===== config.mk =====
export PLATFORM = sky130hd
export DESIGN_NAME = csa_accum_pipe_flat
export DESIGN_NICKNAME = d
export VERILOG_FILES = /design/src/rtl/csa_accum_if.sv /design/src/rtl/csa_accum_pipe.sv /design/src/flat_wrapper.sv
export SDC_FILE = /design/constraint.sdc
export NUM_CORES = 1
export LEC_CHECK = 0
export CAP_MARGIN = 15
export CORE_ASPECT_RATIO = 1.2
export CORE_MARGIN = 2
export CORE_UTILIZATION = 60
export DETAILED_ROUTE_END_ITERATION = 7
export GPL_TIMING_DRIVEN = 0
export PLACE_DENSITY = 0.92
export SLEW_MARGIN = 20
export SYNTH_ARGS = -nofsm -noshare
export SYNTH_HDL_FRONTEND = slang
export SYNTH_SLANG_ARGS = --single-unit

===== constraint.sdc =====
create_clock -name clk -period 4.4 [get_ports clk]
set_input_delay 1.32 -clock clk [delete_from_list [all_inputs] [get_ports clk]]
set_output_delay 1.32 -clock clk [all_outputs]
set_load 0.005 [all_outputs]

===== src/rtl/csa_accum_if.sv =====
// Beat input and result output bundle for the carry-save accumulator.
interface csa_accum_if #(
    parameter int WIDTH     = 16,
    parameter int ACC_WIDTH = 20,
    parameter int MAX_BEATS = 16,
    parameter int CW        = $clog2(MAX_BEATS + 1)
);
    logic                 in_valid;
    logic                 in_ready;
    logic [WIDTH-1:0]     in_a;
    logic [WIDTH-1:0]     in_b;
    logic [WIDTH-1:0]     in_c;
    logic [WIDTH-1:0]     in_d;
    logic                 in_first;
    logic                 in_last;
    logic                 in_shift;
    logic                 in_sub;
    logic                 out_valid;
    logic                 out_ready;
    logic [ACC_WIDTH-1:0] out_data;
    logic [CW-1:0]        out_count;
    logic                 err_restart;
    logic                 err_overrun;

    modport master (
        output in_valid, in_a, in_b, in_c, in_d,
        output in_first, in_last, in_shift, in_sub, out_ready,
        input  in_ready, out_valid, out_data, out_count,
        input  err_restart, err_overrun
    );

    modport slave (
        input  in_valid, in_a, in_b, in_c, in_d,
        input  in_first, in_last, in_shift, in_sub, out_ready,
        output in_ready, out_valid, out_data, out_count,
        output err_restart, err_overrun
    );
endinterface


===== src/rtl/csa_accum_pipe.sv =====
// Carry-save accumulator with optional doubling/subtraction per beat and a
// single carry-propagate resolve stage in front of a valid/ready result.
module csa_accum_pipe #(
    parameter int WIDTH     = 16,
    parameter int ACC_WIDTH = 20,
    parameter int MAX_BEATS = 16
) (
    input logic        clk,
    input logic        rst,
    csa_accum_if.slave bus
);
    localparam int CW = $clog2(MAX_BEATS + 1);
    localparam int EXT = ACC_WIDTH - WIDTH;

    typedef enum logic [1:0] {IDLE, ACCUM, RESOLVE, HOLD} state_t;

    state_t               state;
    logic [ACC_WIDTH-1:0] acc_s;
    logic [ACC_WIDTH-1:0] acc_c;
    logic [CW-1:0]        cnt;
    logic [ACC_WIDTH-1:0] data_q;
    logic [CW-1:0]        count_q;
    logic                 valid_q;
    logic                 restart_q;
    logic                 overrun_q;

    logic                 take;
    logic                 start;
    logic                 ends;
    logic                 at_max;
    logic [CW-1:0]        cnt_next;
    logic [ACC_WIDTH-1:0] inv;
    logic [ACC_WIDTH-1:0] base_s, base_c;
    logic [ACC_WIDTH-1:0] op_s, op_c;
    logic [ACC_WIDTH-1:0] op_a, op_b, op_cc, op_d;
    logic [ACC_WIDTH-1:0] s1, c1, s2, c2, s3, c3, nx_s, nx_c;

    // 3:2 compressor; the vacated carry LSB carries the negation constant.
    function automatic logic [2*ACC_WIDTH-1:0] csa(
        input logic [ACC_WIDTH-1:0] x,
        input logic [ACC_WIDTH-1:0] y,
        input logic [ACC_WIDTH-1:0] z,
        input logic                 cin
    );
        logic [ACC_WIDTH-1:0] s;
        logic [ACC_WIDTH-1:0] m;
        s = x ^ y ^ z;
        m = (x & y) | (x & z) | (y & z);
        return {s, m[ACC_WIDTH-2:0], cin};
    endfunction

    assign bus.in_ready    = (state == IDLE) || (state == ACCUM);
    assign bus.out_valid   = valid_q;
    assign bus.out_data    = data_q;
    assign bus.out_count   = count_q;
    assign bus.err_restart = restart_q;
    assign bus.err_overrun = overrun_q;

    always_comb begin
        take     = bus.in_valid && bus.in_ready;
        start    = (state == IDLE) || bus.in_first;
        cnt_next = start ? CW'(1) : cnt + CW'(1);
        at_max   = (cnt_next == CW'(MAX_BEATS));
        ends     = bus.in_last || at_max;
        base_s   = start ? '0 : acc_s;
        base_c   = start ? '0 : acc_c;
        op_s     = bus.in_shift ? {base_s[ACC_WIDTH-2:0], 1'b0} : base_s;
        op_c     = bus.in_shift ? {base_c[ACC_WIDTH-2:0], 1'b0} : base_c;
        // Subtraction: -x = sum(~op) + 4, the 4 split over four carry LSBs.
        inv      = {ACC_WIDTH{bus.in_sub}};
        op_a     = inv ^ {{EXT{bus.in_a[WIDTH-1]}}, bus.in_a};
        op_b     = inv ^ {{EXT{bus.in_b[WIDTH-1]}}, bus.in_b};
        op_cc    = inv ^ {{EXT{bus.in_c[WIDTH-1]}}, bus.in_c};
        op_d     = inv ^ {{EXT{bus.in_d[WIDTH-1]}}, bus.in_d};
        {s1, c1}     = csa(op_s, op_c, op_a, bus.in_sub);
        {s2, c2}     = csa(op_b, op_cc, op_d, bus.in_sub);
        {s3, c3}     = csa(s1, c1, s2, bus.in_sub);
        {nx_s, nx_c} = csa(s3, c3, c2, bus.in_sub);
    end

    always_ff @(posedge clk or posedge rst) begin
        if (rst) begin
            state     <= IDLE;
            acc_s     <= '0;
            acc_c     <= '0;
            cnt       <= '0;
            data_q    <= '0;
            count_q   <= '0;
            valid_q   <= 1'b0;
            restart_q <= 1'b0;
            overrun_q <= 1'b0;
        end else begin
            restart_q <= 1'b0;
            overrun_q <= 1'b0;
            unique case (state)
                IDLE, ACCUM: begin
                    if (take) begin
                        acc_s     <= nx_s;
                        acc_c     <= nx_c;
                        cnt       <= cnt_next;
                        restart_q <= (state == ACCUM) && bus.in_first;
                        overrun_q <= at_max && !bus.in_last && (MAX_BEATS > 1);
                        state     <= ends ? RESOLVE : ACCUM;
                    end
                end
                RESOLVE: begin
                    data_q  <= acc_s + acc_c;
                    count_q <= cnt;
                    valid_q <= 1'b1;
                    state   <= HOLD;
                end
                HOLD: begin
                    if (bus.out_ready) begin
                        valid_q <= 1'b0;
                        acc_s   <= '0;
                        acc_c   <= '0;
                        cnt     <= '0;
                        state   <= IDLE;
                    end
                end
            endcase
        end
    end
endmodule


===== src/flat_wrapper.sv =====
// flat-port wrapper written by rule: the top's interface ports become plain ports
module csa_accum_pipe_flat 
#(
    parameter int WIDTH     = 16,
    parameter int ACC_WIDTH = 20,
    parameter int MAX_BEATS = 16
)
  (clk, rst, bus_in_valid, bus_in_a, bus_in_b, bus_in_c, bus_in_d, bus_in_first, bus_in_last, bus_in_shift, bus_in_sub, bus_out_ready, bus_in_ready, bus_out_valid, bus_out_data, bus_out_count, bus_err_restart, bus_err_overrun);
  csa_accum_if #(.WIDTH(WIDTH), .ACC_WIDTH(ACC_WIDTH), .MAX_BEATS(MAX_BEATS)) bus_i ();
  input logic clk;
  input logic rst;
  input wire logic [$bits(bus_i.in_valid)-1:0] bus_in_valid;
  input wire logic [$bits(bus_i.in_a)-1:0] bus_in_a;
  input wire logic [$bits(bus_i.in_b)-1:0] bus_in_b;
  input wire logic [$bits(bus_i.in_c)-1:0] bus_in_c;
  input wire logic [$bits(bus_i.in_d)-1:0] bus_in_d;
  input wire logic [$bits(bus_i.in_first)-1:0] bus_in_first;
  input wire logic [$bits(bus_i.in_last)-1:0] bus_in_last;
  input wire logic [$bits(bus_i.in_shift)-1:0] bus_in_shift;
  input wire logic [$bits(bus_i.in_sub)-1:0] bus_in_sub;
  input wire logic [$bits(bus_i.out_ready)-1:0] bus_out_ready;
  output wire logic [$bits(bus_i.in_ready)-1:0] bus_in_ready;
  output wire logic [$bits(bus_i.out_valid)-1:0] bus_out_valid;
  output wire logic [$bits(bus_i.out_data)-1:0] bus_out_data;
  output wire logic [$bits(bus_i.out_count)-1:0] bus_out_count;
  output wire logic [$bits(bus_i.err_restart)-1:0] bus_err_restart;
  output wire logic [$bits(bus_i.err_overrun)-1:0] bus_err_overrun;
  assign bus_i.in_valid = bus_in_valid;
  assign bus_i.in_a = bus_in_a;
  assign bus_i.in_b = bus_in_b;
  assign bus_i.in_c = bus_in_c;
  assign bus_i.in_d = bus_in_d;
  assign bus_i.in_first = bus_in_first;
  assign bus_i.in_last = bus_in_last;
  assign bus_i.in_shift = bus_in_shift;
  assign bus_i.in_sub = bus_in_sub;
  assign bus_i.out_ready = bus_out_ready;
  assign bus_in_ready = bus_i.in_ready;
  assign bus_out_valid = bus_i.out_valid;
  assign bus_out_data = bus_i.out_data;
  assign bus_out_count = bus_i.out_count;
  assign bus_err_restart = bus_i.err_restart;
  assign bus_err_overrun = bus_i.err_overrun;
  csa_accum_pipe #(.WIDTH(WIDTH), .ACC_WIDTH(ACC_WIDTH), .MAX_BEATS(MAX_BEATS)) u_core (.clk(clk), .rst(rst), .bus(bus_i));
endmodule

==> results of run 1 <==
[registers in the layout, indices dropped and copies added, names as in the netlist]
register,cells
u_core.acc_s,20
u_core.bus.out_data,20
u_core.acc_c,19
u_core.bus.out_count,5
u_core.cnt,5
u_core.state,2
u_core.bus.err_overrun,1
u_core.bus.err_restart,1
u_core.bus.out_valid,1
[worst max-delay path by stage]
stage | start | end | slack [ps] | cells past startpoint
finish | bus_in_shift | u_core.acc_s[8] | 140 | 9
floorplan | bus_in_sub | u_core.acc_s[16] | 170 | 9
CTS | bus_in_sub | u_core.acc_s[16] | 20 | 10
global placement | bus_in_sub | u_core.acc_s[16] | -840 | 10
global route | bus_in_sub | u_core.acc_s[4] | -0.2 | 10
detailed placement | bus_in_sub | u_core.acc_s[16] | -930 | 10
[final cells by class]
type / instances / area (um2) / share of cell area [%]
Buffer: 30 / 135.1 / 1.688
Clock inverter: 5 / 100.1 / 1.250
Sequential cell: 74 / 1852 / 23.13
Timing Repair Buffer: 101 / 1021 / 12.75
Clock buffer: 11 / 252.7 / 3.157
Tap cell: 129 / 161.4 / 2.016
Inverter: 60 / 227.7 / 2.844
Multi-Input combinational cell: 502 / 4257 / 53.16
[logic make-up (layout without fill, tap and decap cells)]
logic type      Yosys count  in the layout  synth area share [%]
simple gates            170            170                 10.96
compound gates          115            115                 10.74
fa+ha+maj                93             93                 26.53
buf+inv                  92            207                 5.371
xor+xnor                 87             87                 11.81
flops                    74             74                 28.70
mux                      37             37                 5.895
[critical path, delay by kind of cell]
kind                     cells  cell delay (ps)
AO/OA/AOI/OAI                1               90
adder cells (fa/ha/maj)      3             1540
buffers and inverters        3             1190
multiplexers                 1              230
AND/OR/NAND/NOR              1               70
[placed cells by master (no fill, tap or decap), types with 17 or more instances in the layout]
master / instances
sky130_fd_sc_hd__nand2_1: 101
sky130_fd_sc_hd__clkdlybuf4s50_1: 100
sky130_fd_sc_hd__dfrtp_1: 74
sky130_fd_sc_hd__fa_1: 72
sky130_fd_sc_hd__xnor2_1: 63
sky130_fd_sc_hd__inv_1: 59
sky130_fd_sc_hd__o21ai_0: 49
sky130_fd_sc_hd__nor2_1: 40
sky130_fd_sc_hd__mux2i_1: 29
sky130_fd_sc_hd__xor2_1: 24
sky130_fd_sc_hd__ha_1: 20
sky130_fd_sc_hd__clkbuf_1: 17
sky130_fd_sc_hd__a21oi_1: 17
sky130_fd_sc_hd__o21ai_1: 17
[stage by stage]
step                      util, %  instances  setup TNS, ps
final                       76.13        912              0
after global placement      72.41        897         -21020
after CTS                   76.10        913              0
after floorplan                 -        668              0
after global routing        76.13        912        -0.1981
after detailed placement    72.62        898         -25200
[synth_stat cells, types with 2 or more instances]
cell type / n / share of area (%)
sky130_fd_sc_hd__a31oi_1: 4 / 0.39
sky130_fd_sc_hd__and3_1: 3 / 0.29
sky130_fd_sc_hd__nand2_1: 101 / 5.9
sky130_fd_sc_hd__a21o_1: 4 / 0.47
sky130_fd_sc_hd__fa_1: 73 / 23
sky130_fd_sc_hd__o211ai_1: 2 / 0.23
sky130_fd_sc_hd__nand4_1: 3 / 0.29
sky130_fd_sc_hd__nor3b_1: 3 / 0.35
sky130_fd_sc_hd__nand3_1: 4 / 0.31
sky130_fd_sc_hd__o22ai_1: 2 / 0.19
sky130_fd_sc_hd__nor3_1: 5 / 0.39
sky130_fd_sc_hd__dfrtp_1: 74 / 29
sky130_fd_sc_hd__o21a_1: 3 / 0.35
sky130_fd_sc_hd__mux2_2: 8 / 1.4
sky130_fd_sc_hd__nor2_1: 40 / 2.3
sky130_fd_sc_hd__o21bai_1: 3 / 0.35
sky130_fd_sc_hd__xor2_1: 24 / 3.3
sky130_fd_sc_hd__mux2i_1: 29 / 4.5
sky130_fd_sc_hd__a21oi_1: 17 / 1.3
sky130_fd_sc_hd__ha_1: 20 / 3.9
sky130_fd_sc_hd__nor2b_1: 2 / 0.19
sky130_fd_sc_hd__clkbuf_1: 23 / 1.3
sky130_fd_sc_hd__o31ai_1: 2 / 0.23
sky130_fd_sc_hd__buf_1: 8 / 0.47
sky130_fd_sc_hd__a22o_1: 5 / 0.68
sky130_fd_sc_hd__inv_1: 60 / 3.5
sky130_fd_sc_hd__nand2b_1: 3 / 0.29
sky130_fd_sc_hd__o21ai_1: 17 / 1.3
sky130_fd_sc_hd__xnor2_1: 63 / 8.6
sky130_fd_sc_hd__o21ai_0: 49 / 3.8
[per-layer routing]
metal	global-route usage, %	vias up
li1	-	2389
met1	36.15	2632
met2	51.53	258
met3	5.344	51
met4	13.87	0
met5	0	-
[report_power, final]
part / internal, uW / switching [uW]
Sequential: 947 / 279
Combinational: 1260 / 1570
Clock: 583 / 290
Total: 2790 / 2140
==> impl_metrics.toml, run 1 <==
[floorplanning]
die_area_um2 = 11600
fp-row-count = 41
floorplan.io_pins = 101
dieHeight_um = 117.6
core_area_um2 = 10520
floorplan.initialDensity_pct = 61.36
chipWidth_um = 98.67

[power]
worst_ir_drop_vdd_mv = 0.2836
post-layout-total-power_uw = 4928
total_leakage_power_uw = 0.003578
powerDensity_nw_per_um2 = 615.6

[timing]
min_tclk_post_route_ps = 4260
whs_ps = 478.0
hold_viol_final = 0
setup_viol = 0
maxSlewHeadroom_pct = 51.85
final_min_period_over_clock_period_pct = 96.81
finalWorstSetupSlack_ps = 140.2
timing.fmax_mhz = 234.8
slew_viol_final = 0
worst-slew-pin-transition_ps = 717.1
skew_ps = 6.252

[cells_and_area]
antenna_cells_inserted = 0
fillerInstances = 697
layout.cell_area.non_filler_um2 = 8006
num-nets-final = 943
drive_gt1_share_pct = 5.492
area_growth_pct = 24.08

[hold_path]
holdCritStartpoint = "u_core.bus.out_data[1]"
min-delay-path-class = "reg -> reg"
hold_path_depth = 2
timing.hold.worst_endpoint = "u_core.bus.out_data[1]"

[worst_setup_path]
crit_required_ps = 4600
timing.reg2reg.setup_slack_ps = 1160
worst_path_class_setup = "in -> reg"
rr_endpoint = "u_core.acc_s[6]"
timing.reg2reg.worst_path_depth = 9
setup.worst_path.end_class = "flip-flop"
critPathSlowestCell = "sky130_fd_sc_hd__clkdlybuf4s50_1"
timing.critical_path.mode_cell = "sky130_fd_sc_hd__fa_1"
worstPathMaxFanout = 11
arrival_worst_endpoint_ps = 4460
timing.critical_path.from_type = "input pin"
worst_stage_delay_on_the_critical_path_ps = 730
critical_path.cell_chain = "clkdlybuf4s50_1, clkbuf_2, mux2i_1, nor2_1, fa_1, fa_1, inv_1, fa_1, o21ai_0"
timing.rr.start = "u_core.state[1]"

[global_route]
grt_antenna_before_repair = 0
grt_first_pass_wirelength_um = 27400
grt_remaining_overflow = 0
first_global_vias = 5817
grt_max_degree = 42
globalRouteTotalUtil_pct = 29.86

[clock_tree]
holdBufCountCts = 0
clock_latency_ps = 350
postCtsSetupRepairBufs = 0
cts_buffer_depth = 2
worst_setup_hold_path_clk_slew_ps = 60
clock_tree.root_cell = "sky130_fd_sc_hd__clkbuf_16"
clock_sink_count = 74
total_clock_buffers_created_by_cts = 9
cts.repair.resized = 12
clock_tree_from_tritoncts = "yes"
htree_num_levels = 3

[detailed_routing]
post_drt_via_cell_ratio = 5.844
met2_wirelength_um = 8633
initialDrtViolationCount = 411
drt_wl_total_um = 16410
wl_met3_um = 1015
top_layer_used = "met4"
drt-met1-wl_um = 6206
post_drt_wl_per_cell_um = 17.99
postRouteAntennaNets = 0
vias = 5330
drt_first_pass_iters = 5
drc_errors = 0

[placed_design]
hpwlAfterDp_um = 12940
postPlaceCellArea_um2 = 7637
globalplace.congestion = 0.9336
number_of_input_and_output_port_buffers_inserted = 100
place_ws_ps = -926.8

[yosys]
syn_avg_cell_area_um2 = 9.659
ys_seq_elements = 74
postSynthNetCount = 833
part_of_the_yosys_area_used_for_sequential_elements_pct = 28.70
synthDistinctLibCells = 44
ys_dominant_reg_cell = "sky130_fd_sc_hd__dfrtp_1"
ys_async_sr_fraction_pct = 100.0
yosys_warning_total = 0
netlist_instances = 668
syn_area_um2 = 6452
synth_edf_count = 0

[outcome]
outcome = "completed"

[flow_run]
drv_cap = 0
(Power assumes the default switching activity.)
==> inputs of run 2 (changes only) <==
--- a/config.mk
+++ b/config.mk
@@ -10,8 +10,9 @@
 export CORE_MARGIN = 2
 export CORE_UTILIZATION = 60
 export DETAILED_ROUTE_END_ITERATION = 7
+export DONT_BUFFER_PORTS = 1
 export GPL_TIMING_DRIVEN = 0
-export PLACE_DENSITY = 0.92
+export PLACE_DENSITY = 0.8
 export SLEW_MARGIN = 20
 export SYNTH_ARGS = -nofsm -noshare
 export SYNTH_HDL_FRONTEND = slang
==> run 2 against run 1 <==
Wire length fell by 11%. Largest power group unchanged. Global-route usage fell by 3.3 points. Fmax rose by 0.95%. Clock skew rose by 2.2 ps. Core utilization fell by 10 points. First-iteration DRC count fell by 15%. Via count fell by 9.8%. Flip-flop and latch count did not move. Count of clock-buffer cells in the layout fell by 1.
==> impl_metrics.toml, run 2 (synthesis results as in run 1) <==
[worst_setup_path]
critPathSlowestCell = "sky130_fd_sc_hd__buf_1"
timing.critical_path.mode_cell = "sky130_fd_sc_hd__fa_1"
setup.worst_path.end_class = "flip-flop"
worstPathMaxFanout = 10
worst_path_class_setup = "in -> reg"
arrival_worst_endpoint_ps = 4460
critPathBufInv = 3
timing.reg2reg.worst_path_depth = 10
worst_stage_delay_on_the_critical_path_ps = 610
crit_required_ps = 4650
path_depth = 8
critical-path-top-delay-family = "adder cells"
critical_path.cell_chain = "clkbuf_1, buf_1, xor2_1, fa_1, fa_1, inv_1, fa_1, o21ai_0"
timing.critical_path.from_type = "input pin"

[cells_and_area]
layout.cells.most_common_list = "sky130_fd_sc_hd__nand2_1, sky130_fd_sc_hd__dfrtp_1, sky130_fd_sc_hd__fa_1"
mostFrequentLayoutCell = "sky130_fd_sc_hd__nand2_1"
area_of_the_multi_input_gates_um2 = 4254
register_area_um2 = 1852
postLayoutCoreUtil_pct = 66.17
drive_gt1_share_pct = 4.672
num-nets-final = 845
fillerInstances = 817
area_growth_pct = 7.853
antenna_cells_inserted = 0

[timing]
skew_ps = 8.476
worst-slew-pin-transition_ps = 759.1
setup_viol = 0
maxSlewHeadroom_pct = 49.39
whs_ps = 497.9
rsz0062_at_grt = "false"
slew_viol_final = 0
hold_viol_final = 0
timing.fmax_mhz = 237.0
min_tclk_post_route_ps = 4219
final_min_period_over_clock_period_pct = 95.90

[hold_path]
min-delay-path-class = "reg -> reg"
hold_path_depth = 2

[detailed_routing]
post_drt_wl_per_cell_um = 17.87
initialDrtViolationCount = 348
drt_wl_total_um = 14550
drc_errors = 0
post_drt_via_cell_ratio = 5.905
vias = 4807
postRouteAntennaNets = 0
drt_first_pass_iters = 6

[global_route]
grt_antenna_before_repair = 0
grt_max_degree = 41
grt_first_pass_wirelength_um = 24320
grt_remaining_overflow = 0
first_global_vias = 4904
globalRouteTotalUtil_pct = 26.61

[clock_tree]
cts.repair.resized = 0
clock_sink_count = 74
htree_num_levels = 3
worst_setup_hold_path_clk_slew_ps = 60
holdBufCountCts = 0
clock_latency_ps = 340
total_clock_buffers_created_by_cts = 9
clock_tree_from_tritoncts = "yes"
cts_buffer_depth = 2
clock_tree.root_cell = "sky130_fd_sc_hd__clkbuf_16"
postCtsSetupRepairBufs = 0

[floorplanning]
fp-row-count = 41
floorplan.initialDensity_pct = 61.36
die_area_um2 = 11600
chipWidth_um = 98.67
floorplan.io_pins = 101
core_area_um2 = 10520
dieHeight_um = 117.6

[placed_design]
hpwlAfterDp_um = 11780
globalplace.congestion = 0.9312
number_of_input_and_output_port_buffers_inserted = 0

[outcome]
outcome = "completed"

[power]
worst_ir_drop_vdd_mv = 0.2488
powerDensity_nw_per_um2 = 648.9
total_leakage_power_uw = 0.003140

[flow_run]
drv_cap = 0
run 2: cell types whose count changed in the layout (fill, tap and decap cells not counted), moves of 2 or more:
cell / delta
sky130_fd_sc_hd__buf_2: -6
sky130_fd_sc_hd__clkinvlp_4: +3
sky130_fd_sc_hd__clkbuf_1: +7
sky130_fd_sc_hd__clkdlybuf4s50_1: -100
sky130_fd_sc_hd__clkbuf_4: -2
sky130_fd_sc_hd__buf_1: +5
sky130_fd_sc_hd__clkinv_2: -2
sky130_fd_sc_hd__clkbuf_8: -2
run 2: metrics by stage:
stage | cells | TNS (ps) | setup slack (ps) | area (um2) | total power [uW]
floorplan | 668 | 0 | 172.3 | 6452 | 3004
global placement | 797 | -1437 | -243.9 | 6614 | 3550
detailed placement | 798 | -2561 | -330.4 | 6636 | 3702
CTS | 814 | 0 | 35.76 | 6957 | 4528
global route | 814 | 0 | 24.91 | 6959 | 4954
finish | 814 | 0 | 180.5 | 6959 | 4516
run 2: area by class of cell:
type / count / area share (%)
repair buffers: 1 / 0.2877
inverters: 60 / 3.272
well taps: 129 / 2.319
flip-flops and latches: 74 / 26.61
multi-input cells: 502 / 61.13
plain buffers: 32 / 1.780
clock inverters: 6 / 1.312
clock buffers: 10 / 3.290
run 2: worst reg2reg max path, cell delays in order, from the launching register on:
cell                       delay, ps
sky130_fd_sc_hd__dfrtp_1         440
sky130_fd_sc_hd__nor2_1          150
sky130_fd_sc_hd__or2_2           140
sky130_fd_sc_hd__clkbuf_1        400
sky130_fd_sc_hd__buf_1           430
sky130_fd_sc_hd__nor2_1          130
sky130_fd_sc_hd__fa_1            490
sky130_fd_sc_hd__fa_1            510
sky130_fd_sc_hd__inv_1            60
sky130_fd_sc_hd__fa_1            460
sky130_fd_sc_hd__o21ai_0         240
run 2: path summary, 6_finish.rpt:
| path | slack [ps] | to | startpoint |
|---|---|---|---|
| max in group asynchronous | 2980 | u_core.state[0] | rst |
| max | 180 | u_core.acc_s[12] | bus_in_sub |
| min in group asynchronous | 860 | u_core.bus.out_data[9] | rst |
| min reg2reg | 500 | u_core.bus.out_count[4] | u_core.bus.out_count[4] |
| max reg2reg | 870 | u_core.acc_s[12] | u_core.state[1] |
| min | 500 | u_core.bus.out_count[4] | u_core.bus.out_count[4] |
run 2: power by group:
part / internal [uW] / total (uW) / leakage, uW / switching, uW
logic: 1030 / 2480 / 0.00204 / 1450
registers: 947 / 1230 / 0.000952 / 287
clock network: 498 / 799 / 0.000145 / 302
run 2: layer usage:
| metal | vias to the layer above | wire length (um) | GRT usage, % |
|---|---|---|---|
| met5 | - | 0 | 0 |
| met4 | 0 | 440 | 10.02 |
| met3 | 39 | 958 | 4.751 |
| met2 | 218 | 7235 | 44.09 |
| met1 | 2366 | 5915 | 35.00 |
| li1 | 2184 | - | - |
